[src/rtl/qfix_pkg.sv]
// rtl/qfix_pkg.sv - shared fixed-point constants and saturation helper for the qadd blocks
package qfix_pkg;

  // Widest lane the helpers support; lanes pass their real width in n.
  localparam int QFIX_MAX_W = 64;

  localparam logic OP_ADD = 1'b0;
  localparam logic OP_SUB = 1'b1;

  function automatic logic [QFIX_MAX_W-1:0] sat_max(input int n);
    return (64'd1 << (n - 1)) - 64'd1;
  endfunction

  function automatic logic [QFIX_MAX_W-1:0] sat_min(input int n);
    return 64'd1 << (n - 1);
  endfunction

  // s holds an (n+1)-bit sum in its low bits; returns {ovf, n-bit result in low bits}.
  function automatic logic [QFIX_MAX_W:0] sat_clip(input logic [QFIX_MAX_W:0] s,
                                                   input int n, input logic sat);
    logic [6:0]            idx_top;
    logic [6:0]            idx_msb;
    logic                  ovf;
    logic [QFIX_MAX_W-1:0] r;
    idx_top = 7'(n);
    idx_msb = 7'(n - 1);
    ovf     = s[idx_top] ^ s[idx_msb];
    r       = s[QFIX_MAX_W-1:0];
    if (sat && ovf) begin
      r = s[idx_top] ? sat_min(n) : sat_max(n);
    end
    return {ovf, r};
  endfunction

endpackage

[src/rtl/qadd_lane.sv]
// rtl/qadd_lane.sv - one lane: widened add/sub for stage 1, overflow detect and clamp for stage 2
module qadd_lane
  import qfix_pkg::*;
#(
  parameter int N   = 32,
  parameter int SAT = 1
) (
  input  logic [N-1:0] a_i,
  input  logic [N-1:0] b_i,
  input  logic         sub_i,
  output logic [N:0]   s_o,
  input  logic [N:0]   s_i,
  output logic [N-1:0] c_o,
  output logic         ovf_o
);

  logic [N:0]          a_x;
  logic [N:0]          b_x;
  logic [QFIX_MAX_W:0] s_w;
  logic [QFIX_MAX_W:0] r_w;

  // One extra bit keeps a - (most negative) representable before clamping.
  assign a_x = {a_i[N-1], a_i};
  assign b_x = {b_i[N-1], b_i};
  assign s_o = (sub_i == OP_SUB) ? (a_x + ~b_x + {{N{1'b0}}, 1'b1}) : (a_x + b_x);

  assign s_w   = (QFIX_MAX_W+1)'(s_i);
  assign r_w   = sat_clip(s_w, N, SAT != 0);
  assign c_o   = r_w[N-1:0];
  assign ovf_o = r_w[QFIX_MAX_W];

  if (N < QFIX_MAX_W) begin : g_pad
    logic unused_hi;
    assign unused_hi = ^r_w[QFIX_MAX_W-1:N];
  end

endmodule

[src/rtl/qadd_pipe.sv]
// rtl/qadd_pipe.sv - two-stage pipelined multi-lane fixed-point add/sub with overflow counter
module qadd_pipe
  import qfix_pkg::*;
#(
  parameter int Q     = 15,
  parameter int N     = 32,
  parameter int LANES = 1,
  parameter int SAT   = 1,
  parameter int CNT_W = 16
) (
  input  logic                 clk,
  input  logic                 rst,
  input  logic                 in_valid,
  output logic                 in_ready,
  input  logic                 in_sub,
  input  logic [LANES*N-1:0]   in_a,
  input  logic [LANES*N-1:0]   in_b,
  output logic                 out_valid,
  input  logic                 out_ready,
  output logic [LANES*N-1:0]   out_c,
  output logic [LANES-1:0]     out_ovf,
  input  logic                 cnt_clr,
  output logic [CNT_W-1:0]     ovf_cnt
);

  if (Q < 0 || Q >= N) begin : g_q_range
    $error("qadd_pipe: Q must lie in [0, N-1]");
  end

  logic                     v1_q, v2_q;
  logic [LANES*(N+1)-1:0]   s_q, s_d;
  logic [LANES*N-1:0]       c_q, c_d;
  logic [LANES-1:0]         ovf_q, ovf_d;
  logic [CNT_W-1:0]         cnt_q, cnt_d;
  logic                     rdy1, rdy2, in_xfer, out_xfer, adv;

  assign rdy2     = !v2_q || out_ready;
  assign rdy1     = !v1_q || rdy2;
  assign in_xfer  = in_valid && rdy1;
  assign out_xfer = v2_q && out_ready;
  assign adv      = v1_q && rdy2;

  for (genvar i = 0; i < LANES; i++) begin : g_lane
    qadd_lane #(.N(N), .SAT(SAT)) u_lane (
      .a_i   (in_a[i*N +: N]),
      .b_i   (in_b[i*N +: N]),
      .sub_i (in_sub),
      .s_o   (s_d[i*(N+1) +: N+1]),
      .s_i   (s_q[i*(N+1) +: N+1]),
      .c_o   (c_d[i*N +: N]),
      .ovf_o (ovf_d[i])
    );
  end

  // Clear wins over a same-cycle increment; the count sticks at all-ones.
  always_comb begin
    cnt_d = cnt_q;
    if (cnt_clr) begin
      cnt_d = '0;
    end else if (out_xfer && (|ovf_q) && (cnt_q != {CNT_W{1'b1}})) begin
      cnt_d = cnt_q + CNT_W'(1);
    end
  end

  always_ff @(posedge clk or posedge rst) begin
    if (rst) begin
      v1_q  <= 1'b0;
      v2_q  <= 1'b0;
      s_q   <= '0;
      c_q   <= '0;
      ovf_q <= '0;
      cnt_q <= '0;
    end else begin
      if (rdy1) v1_q <= in_valid;
      if (in_xfer) s_q <= s_d;
      if (rdy2) v2_q <= v1_q;
      if (adv) begin
        c_q   <= c_d;
        ovf_q <= ovf_d;
      end
      cnt_q <= cnt_d;
    end
  end

  assign in_ready  = rdy1;
  assign out_valid = v2_q;
  assign out_c     = c_q;
  assign out_ovf   = ovf_q;
  assign ovf_cnt   = cnt_q;

endmodule

[config.mk]
export PLATFORM = sky130hd
export DESIGN_NAME = qadd_pipe
export DESIGN_NICKNAME = d
export VERILOG_FILES = /design/src/rtl/qfix_pkg.sv /design/src/rtl/qadd_lane.sv /design/src/rtl/qadd_pipe.sv
export SDC_FILE = /design/constraint.sdc
export NUM_CORES = 1
export LEC_CHECK = 0
export ABC_CLOCK_PERIOD_IN_PS = 3360
export BUFFER_PORTS_ARGS = -buffer_cell sky130_fd_sc_hd__buf_4
export CORE_MARGIN = 1.5
export CORE_UTILIZATION = 28
export CTS_BUF_LIST = sky130_fd_sc_hd__clkbuf_16
export DETAILED_ROUTE_END_ITERATION = 8
export PLACE_DENSITY = 0.48
export SLEW_MARGIN = 20
export SYNTH_ARGS = -nofsm -noshare
export SYNTH_HDL_FRONTEND = slang
export SYNTH_HIERARCHICAL = 1
export SYNTH_SLANG_ARGS = --single-unit
[constraint.sdc]
create_clock -name clk -period 3.36 [get_ports clk]
set_clock_uncertainty 0.15 [all_clocks]
set_input_delay 0.672 -clock clk [delete_from_list [all_inputs] [get_ports clk]]
set_output_delay 0.672 -clock clk [all_outputs]
set_load 0.01 [all_outputs]
### Yosys cells after proc, flatten, opt, wreduce, memory -nomap -nowiden

Cells that the tools add are included.

| word-level totals | value |
|---|---|
| word-level logic and storage cells | 28 |
| flip-flop bits (word level) | 84 |
| input port bits | 70 |
| output and inout port bits | 51 |

| operators by class | value |
|---|---|
| eq/ne operators | 1 |
| bitwise gates (word level) | 2 |
| reductions and logical operators | 10 |
| multiplexer cells | 5 |
| add/sub/neg operators | 4 |

Operator list:

| kind | number |
|---|---|
| 2-to-1 mux 32 bit | 2 |
| adder 32 x 32 -> 33 bit | 1 |
| adder 33 x 1 -> 33 bit (second input constant) | 1 |
| adder 33 bit | 1 |
| 2-to-1 mux 33 bit | 1 |
| NOT 33 bit | 1 |
| 2-to-1 mux 16 bit | 2 |
| adder 16 x 1 -> 16 bit (second input constant) | 1 |
| != test 16 bit (second input constant) | 1 |
| logical AND 1 bit | 5 |
| logical NOT 1 bit | 2 |
| logical OR 1 bit | 2 |
| nonzero test 2 bit | 1 |
| bitwise XOR 1 bit | 1 |

### Logic depth before layout (Yosys ltp)

Gate-level depths: netlist of run 1.

| logic depth | value |
|---|---|
| depth in word-level cells | 5 |
| gate-level depth with buffers | 12 |
| gate-level depth less buffers | 12 |

### Hierarchy

Netlist of run 1, hierarchy kept.

Modules (own cells, without submodules):

| module | sequential area each (µm²) | instances | area each (µm²) | cells an instance |
|---|---|---|---|---|
| qadd_lane | 0.0 | 1 | 4135.2 | 652 |
| qadd_pipe | 2102.0 | 1 | 3477.1 | 253 |

### Least setup slack after synthesis of run 1

OpenSTA, ideal clock, no wires.

| timing path | value |
|---|---|
| path kind | in2reg |
| start | in in_a[0] |
| end | reg s_q[32] |
| path slack | 0.197 ns |
| arrival time | 2.888 ns |
| stages | 12 |
| data required time | 3.085 ns |
| buffers on the path | 0 |
| setup time | 0.125 ns |
| cells stage by stage | inv_1 ha_1 fa_1 nor2b_1 o31a_1 nor2_1 o21ai_0 a41oi_1 a2111oi_0 o21a_1 o21ai_0 mux2_2 |

| on the way | value |
|---|---|
| word-level cells in the longest chain between the ends | 3 |
| elaborated cells between the ends (all ways) | 4 |
| those cells by class | 3 x add/sub; 1 x mux |

RTL lines:

| what | line | source |
|---|---|---|
| from (decl) | qadd_pipe.sv:16 | `input logic [LANES*N-1:0] in_a,` |
| adder 33 bit | qadd_lane.sv:25 | `assign s_o = (sub_i == OP_SUB) ? (a_x + ~b_x + {{N{1'b0}}, 1'b1}) : (a_x + b_x);` |
| adder 33 x 1 -> 33 bit | qadd_lane.sv:25 |  |
| 2-to-1 mux 33 bit * | qadd_lane.sv:25 |  |
| net s_d[32] | qadd_pipe.sv:31 | `logic [LANES*(N+1)-1:0] s_q, s_d;` |
| to (signal assigned) | qadd_pipe.sv:69 | `s_q <= '0;` |
| to (signal assigned) | qadd_pipe.sv:75 | `if (in_xfer) s_q <= s_d;` |
| to (decl) | qadd_pipe.sv:31 |  |

The timed path passes the listed nets; every way through them passes the cells marked *.
A chain may end at the register's enable or synchronous reset.

### Worst setup path in the final report of run 1

| timing path | value |
|---|---|
| start | in in_a[0] |
| end | reg s_q[28] |

The elaborated chain is that of the path after synthesis.

==> reports/qor.yml, run 1 <==
global_route:
  gr-total-overflow: 0
  grt_max_degree: 34
  antenna_found_initial: 0
  grt_pass1_wl_um: 38000
  grt_pass1_vias: 7041
  grt_usage_pct: 16.6
yosys:
  ys_warn_count: 6
  async_flop_share_pct: 100
  synth_top_cell_by_area: "dfrtp_1"
  synth.distinct_cells: 75
  yosysTopAreaCellShare_pct: 27.6
  synth.most_common_cell: "a21oi_1"
  synth.area.top_cells: "dfrtp_1 (28%), ha_1 (11%), mux2_2 (11%), a21oi_1 (6.4%), inv_1 (4.5%)"
  syn_avg_cell_area_um2: 8.41
  synthCells: 905
  synth_flop_cell: "dfrtp_1"
  synth_nets: 1044
  synth_seq_cells: 84
  synth_common_cells: "a21oi_1 (98), inv_1 (92), dfrtp_1 (84)"
  synth_edf_count: 0
  syn-cell-area_um2: 7610
  synth.yosys.seq_area_share_pct: 27.6
sta:
  rsz0062_at_grt: "no"
  post-route-min-period_ns: 3.12
  fmaxAchievable_ghz: 0.320
  fin_crit_sh_pct: 92.9
  finalHoldViolations: 0
  drv_slew: 0
  slew_headroom_pct: 52.5
  setup_ws_ns: 0.237
  worstMarginPinSlew_ns: 0.711
  setup-violations-final: 0
critical_path:
  cp_num_buf_inv: 1
  cp.required_ns: 3.43
  crit_path_end_kind: "flip-flop"
  cp_max_fo: 4
  crit_family: "compound AO/OA/AOI/OAI gates"
  crit_slowest_cell: "fa_1"
  critPathKind: "in2reg"
  cp.arrival_ns: 3.20
  cpPeakStageDelay_ns: 0.40
  path_cells: "buf_4 -> ha_1 -> fa_1 -> nand2b_1 -> a221oi_1 -> o211ai_1 -> nand4b_1 -> a31o_2 -> nor4_1 -> a211oi_1 -> xnor2_1 -> mux2_2"
  worst_setup_path_start_kind: "input pin"
placement:
  io_buffers: 120
  gp_congestion: 0.910
  hpwl_um: 19000
  pre_cts_slack_ns: -0.225
  dp.cells: 1421
route:
  routed_wl_um: 23400
  via_count: 7269
  viasPerCell: 5.06
  ant_nets: 0
  drt-initial-drc-count: 543
  drc: 0
  firstDrtPassIters: 5
  wl_per_cell_um: 16.3
clocking:
  cts_tree: "built"
  numCtsBuffers: 9
  clock_latency_ns: 0.34
  hold_buffers: 0
  postCtsSetupRepairBufs: 0
  path_clk_slew_ns: 0.07
  cts.sink_count: 84
  cts_root_buf: "clkbuf_16"
  cts-htree-levels: 3
  clk_path_buf_depth: 2
power:
  power_density_nw_per_um2: 489
  leakage_uw: 0.00453
  peakVddDrop_mv: 0.281
  power_uw: 4820
hold_path:
  hold_class: "in2async"
final_layout:
  layout-drive-gt1-share_pct: 30.3
  num-nets-final: 1230
  syn_to_final_growth_pct: 29.4
  n_antenna_cell: 0
  finalNonFillerCells: 1437
floorplanning:
  core_um2: 26800
  die_width_um: 168
  rows: 60
  boundaryPins: 121
  design.die.area_um2: 28200
  die_h_um: 168
  start_util_pct: 28.4
status:
  status: "finished, final reports clean"
run:
  drv_cap: 0
==> layer usage <==
layer	vias to the layer above	track usage, %	share of wire (%)
li1	3636	-	-
met1	3432	24.3	50
met2	180	26.6	45
met3	21	1.67	4.2
met4	0	3.41	1.0
met5	-	0	0
==> registers in the layout, summed over array words and instances, names as in the netlist <==
signal     flops
out_c         32
v1_q           1
out_valid      1
s_q           33
out_ovf        1
ovf_cnt       16
==> cells by family after synthesis <==
logic type	count (synthesis)	share of synthesized area (%)
multiplexers	74	10.9
adder cells (fa/ha/maj)	69	11.5
flip-flops	84	27.6
AO/OA/AOI/OAI	266	22.9
XOR/XNOR	30	3.45
AND/OR/NAND/NOR	241	16.1
buffers and inverters	141	7.41
==> placed cells by master, fill, tap and decap left out, types with 11 or more instances in the layout <==
master	Yosys	routed
mux2_2	72	72
xnor2_1	28	28
nor2_1	69	69
ha_1	67	67
buf_4	6	220
a21o_1	18	18
o31ai_1	14	14
nor2b_1	17	17
a21oi_1	98	98
nand3_1	18	18
o21ai_0	40	39
inv_1	92	91
nand2_1	42	42
nand4_1	16	16
nor4_1	21	20
dfrtp_1	84	84
a211oi_1	11	11
nor3_1	16	16
nand2b_1	11	11
o21a_1	11	11
==> metrics by stage <==
step / hold WS (ns) / TNS (ns) / instance area (µm²) / utilization, %
after floorplan: 0.307 / 0 / 7610 / -
after global placement: 0.315 / -0.920 / 9520 / 35.5
after detailed placement: 0.336 / -1.16 / 9520 / 35.5
after CTS: 0.243 / 0 / 9840 / 36.7
after global routing: 0.268 / 0 / 9850 / 36.8
final: 0.230 / 0 / 9850 / 36.8
==> area by class of cell <==
| class | instances | area (µm²) |
|---|---|---|
| tap | 341 | 427 |
| timing repair buffer | 222 | 1690 |
| multi-input combinational | 680 | 4960 |
| inverter | 94 | 354 |
| sequential | 84 | 2100 |
| fill | 2791 | 16900 |
| clock inverter | 7 | 91.3 |
| clock buffer | 9 | 225 |
==> power by group <==
group,switching (µW),internal (µW),total (µW)
Sequential,204,1350,1550
Combinational,1110,1120,2230
Clock,440,595,1040
Total,1750,3070,4820
==> timing repair <==
action,4_1_cts,5_1_grt
gates resized for setup,0,4
endpoints found under the setup margin,0,4
hold endpoints to repair,0,0
==> final timing paths <==
kind | start | endpoint | slack, ns | cells after the start
max | in_a[0] | s_q[28] | 0.24 | 12
min | rst | ovf_cnt[10] | 0.23 | 2
max reg2reg | s_q[32] | out_c[17] | 1.14 | 6
min reg2reg | v1_q | out_valid | 0.35 | 1
max in group asynchronous | rst | out_c[27] | 2.19 | 3
min in group clk | v1_q | out_valid | 0.35 | 1
No activity file was read; power rests on OpenSTA's default activity.
==> run 2, diff against run 1 <==
--- a/config.mk
+++ b/config.mk
@@ -12,6 +12,7 @@
 export CTS_BUF_LIST = sky130_fd_sc_hd__clkbuf_16
 export DETAILED_ROUTE_END_ITERATION = 8
 export PLACE_DENSITY = 0.48
+export REMOVE_ABC_BUFFERS = 1
 export SLEW_MARGIN = 20
 export SYNTH_ARGS = -nofsm -noshare
 export SYNTH_HDL_FRONTEND = slang
==> run 2 against run 1 <==
Against the previous run: worst hold slack better by 0.0020 ns; routed wire length rose by 0.93%; combinational power hardly changed; utilization grew 0.39 points; sequential power is essentially flat; register-to-register slack improved by 0.14 ns; first-iteration DRC count down 15%; count of clock-buffer cells in the layout is the same; setup slack lost 0.061 ns; largest cell class unchanged.
==> reports/qor.yml, run 2 (same netlist as run 1, synthesis figures left out) <==
global_route:
  gr-total-overflow: 0  # unchanged
  grt_pass1_vias: 7348  # was 7,041
  grt_pass1_wl_um: 38400  # was 38,000 µm
  antenna_found_initial: 0  # unchanged
  grt_max_degree: 54  # was 34
  grt_usage_pct: 16.9  # was 16.6%
final_layout:
  utilization_pct: 37.2  # was 36.8%
  top_register: "s_q"  # unchanged
  syn_to_final_growth_pct: 30.8  # was 29.4%
  largest_reg_flops: 33  # unchanged
  num-nets-final: 1253  # was 1,230
  n_antenna_cell: 0  # unchanged
  layout-drive-gt1-share_pct: 31.5  # was 30.3%
  layout_commonest_cell: "buf_4"  # unchanged
  final_cell_mix: "buf_4 (244), a21oi_1 (98), inv_1 (91), dfrtp_1 (84), mux2_2 (72)"  # was buf_4 (220), a21oi_1 (98), inv_1 (91), dfrtp_1 (84), mux2_2 (72)
  fin_area_um2: 9960  # was 9850 µm²
power:
  power_uw: 4740  # was 4820 µW
  peakVddDrop_mv: 0.233  # was 0.281 mV
  power_density_nw_per_um2: 476  # was 489 nW/µm²
  leakage_uw: 0.00462  # was 0.00453 µW
clocking:
  cts-htree-levels: 3  # unchanged
  numCtsBuffers: 9  # unchanged
  clock_latency_ns: 0.34  # about the same
  path_clk_slew_ns: 0.07  # about the same
  cts_root_buf: "clkbuf_16"  # unchanged
  cts.sink_count: 84  # unchanged
  hold_buffers: 0  # unchanged
  cts_tree: "built"  # unchanged
  clk_path_buf_depth: 2  # unchanged
route:
  viasPerCell: 5.00  # was 5.06
  firstDrtPassIters: 5  # unchanged
  wl_per_cell_um: 16.2  # was 16.3 µm
  via_count: 7302  # was 7,269
  routed_wl_um: 23700  # was 23,400 µm
  ant_nets: 0  # unchanged
  drc: 0  # unchanged
  drt-initial-drc-count: 462  # was 543
critical_path:
  crit_path_end_kind: "flip-flop"  # unchanged
  critPathKind: "in2reg"  # unchanged
  r2r_end: "out_c[28]"  # was out_c[17]
  path_cells: "buf_4 -> ha_1 -> nor4_1 -> nand2b_1 -> o21ai_2 -> o221ai_4 -> o21ai_2 -> a221o_1 -> buf_4 -> o21bai_1 -> xnor2_1 -> mux2_2"  # was buf_4 -> ha_1 -> fa_1 -> nand2b_1 -> a221oi_1 -> o211ai_1 -> nand4b_1 -> a31o_2 -> nor4_1 -> a211oi_1 -> xnor2_1 -> mux2_2
  cp.arrival_ns: 3.31  # was 3.20 ns
  r2r_cells: 4  # was 6
  worst_setup_path_start_kind: "input pin"  # unchanged
  worstSetupStartpoint: "in_a[8]"  # was in_a[0]
  regToRegStartpoint: "s_q[32]"  # unchanged
  cp_max_fo: 5  # was 4
  rrSetupSlack_ns: 1.28  # was 1.14 ns
  cp.required_ns: 3.48  # was 3.43 ns
  crit_slowest_cell: "nor4_1"  # was fa_1
  cpPeakStageDelay_ns: 0.40  # about the same
sta:
  hold_slack_ns: 0.232  # was 0.230 ns
  slew_headroom_pct: 50.9  # was 52.5%
  finalHoldViolations: 0  # unchanged
  worstMarginPinSlew_ns: 0.734  # was 0.711 ns
  rsz0062_at_grt: "no"  # unchanged
  drv_slew: 0  # unchanged
  setup-violations-final: 0  # unchanged
  fmaxAchievable_ghz: 0.314  # was 0.320 GHz
  fin_crit_sh_pct: 94.8  # was 92.9%
  post-route-min-period_ns: 3.18  # was 3.12 ns
floorplanning:
  core_um2: 26800  # unchanged
  die_width_um: 168  # unchanged
  boundaryPins: 121  # unchanged
  die_h_um: 168  # unchanged
  design.die.area_um2: 28200  # unchanged
  rows: 60  # unchanged
  start_util_pct: 28.4  # unchanged
placement:
  hpwl_um: 19300  # was 19,000 µm
  place_area_um2: 9670  # was 9520 µm²
  gp_congestion: 0.893  # was 0.910
  io_buffers: 120  # unchanged
status:
  status: "finished, final reports clean"  # unchanged
run:
  drv_cap: 0  # unchanged
hold_path:
  hold_class: "in2async"  # unchanged
-- run 2: changes by cell type in the layout (fill, tap and decap cells not counted), sizes merged --
cell / delta
buf: +23
bufinv: -1
clkinv: +3
inv: -2
-- run 2: area by class of cell --
cell class | instances | area, µm²
fillers | 2821 | 16800
multi-input cells | 680 | 4950
flip-flops and latches | 84 | 2100
repair buffers | 245 | 1850
well taps | 341 | 427
inverters | 94 | 354
clock buffers | 9 | 225
clock inverters | 7 | 51.3
-- run 2: what timing repair did --
action,CTS,global route
resized for setup,0,1
setup endpoints to repair,0,2
buffers inserted,0,1
-- run 2: power by group --
part,internal [µW],switching (µW),total (µW)
clock,505,424,928
sequential,1350,216,1570
combinational,1140,1100,2250
total,3000,1740,4740
-- run 2: worst max path at each step --
| stage | cells past startpoint | end |
|---|---|---|
| after detailed placement | 11 | s_q[13] |
| after global placement | 11 | s_q[13] |
| final | 12 | s_q[19] |
| after global routing | 11 | s_q[28] |
| after CTS | 11 | s_q[13] |
| after floorplan | 11 | s_q[28] |
-- run 2: metal layers --
metal	share of wire, %	GRT usage, %	vias up
li1	-	-	3676
met1	51	25.2	3444
met2	44	26.5	162
met3	3.4	1.18	20
met4	1.2	4.15	0
met5	0	0	-
-- run 2: critical path: cells and delay by family --
kind	cells	cell delay, ns
simple gates	2	0.52
xor+xnor	1	0.35
buf+inv	2	0.26
compound gates	5	0.91
mux	1	0.22
fa+ha+maj	1	0.36
-- run 2: stage by stage --
step | worst slack, ns | setup TNS, ns | cells
2_1_floorplan | 0.138 | 0 | 858
3_3_place_gp | -0.239 | -1.27 | 1443
3_5_place_dp | -0.201 | -1.47 | 1443
4_1_cts | 0.134 | 0 | 1459
5_1_grt | 0.0102 | 0 | 1460
6_report | 0.176 | 0 | 1460
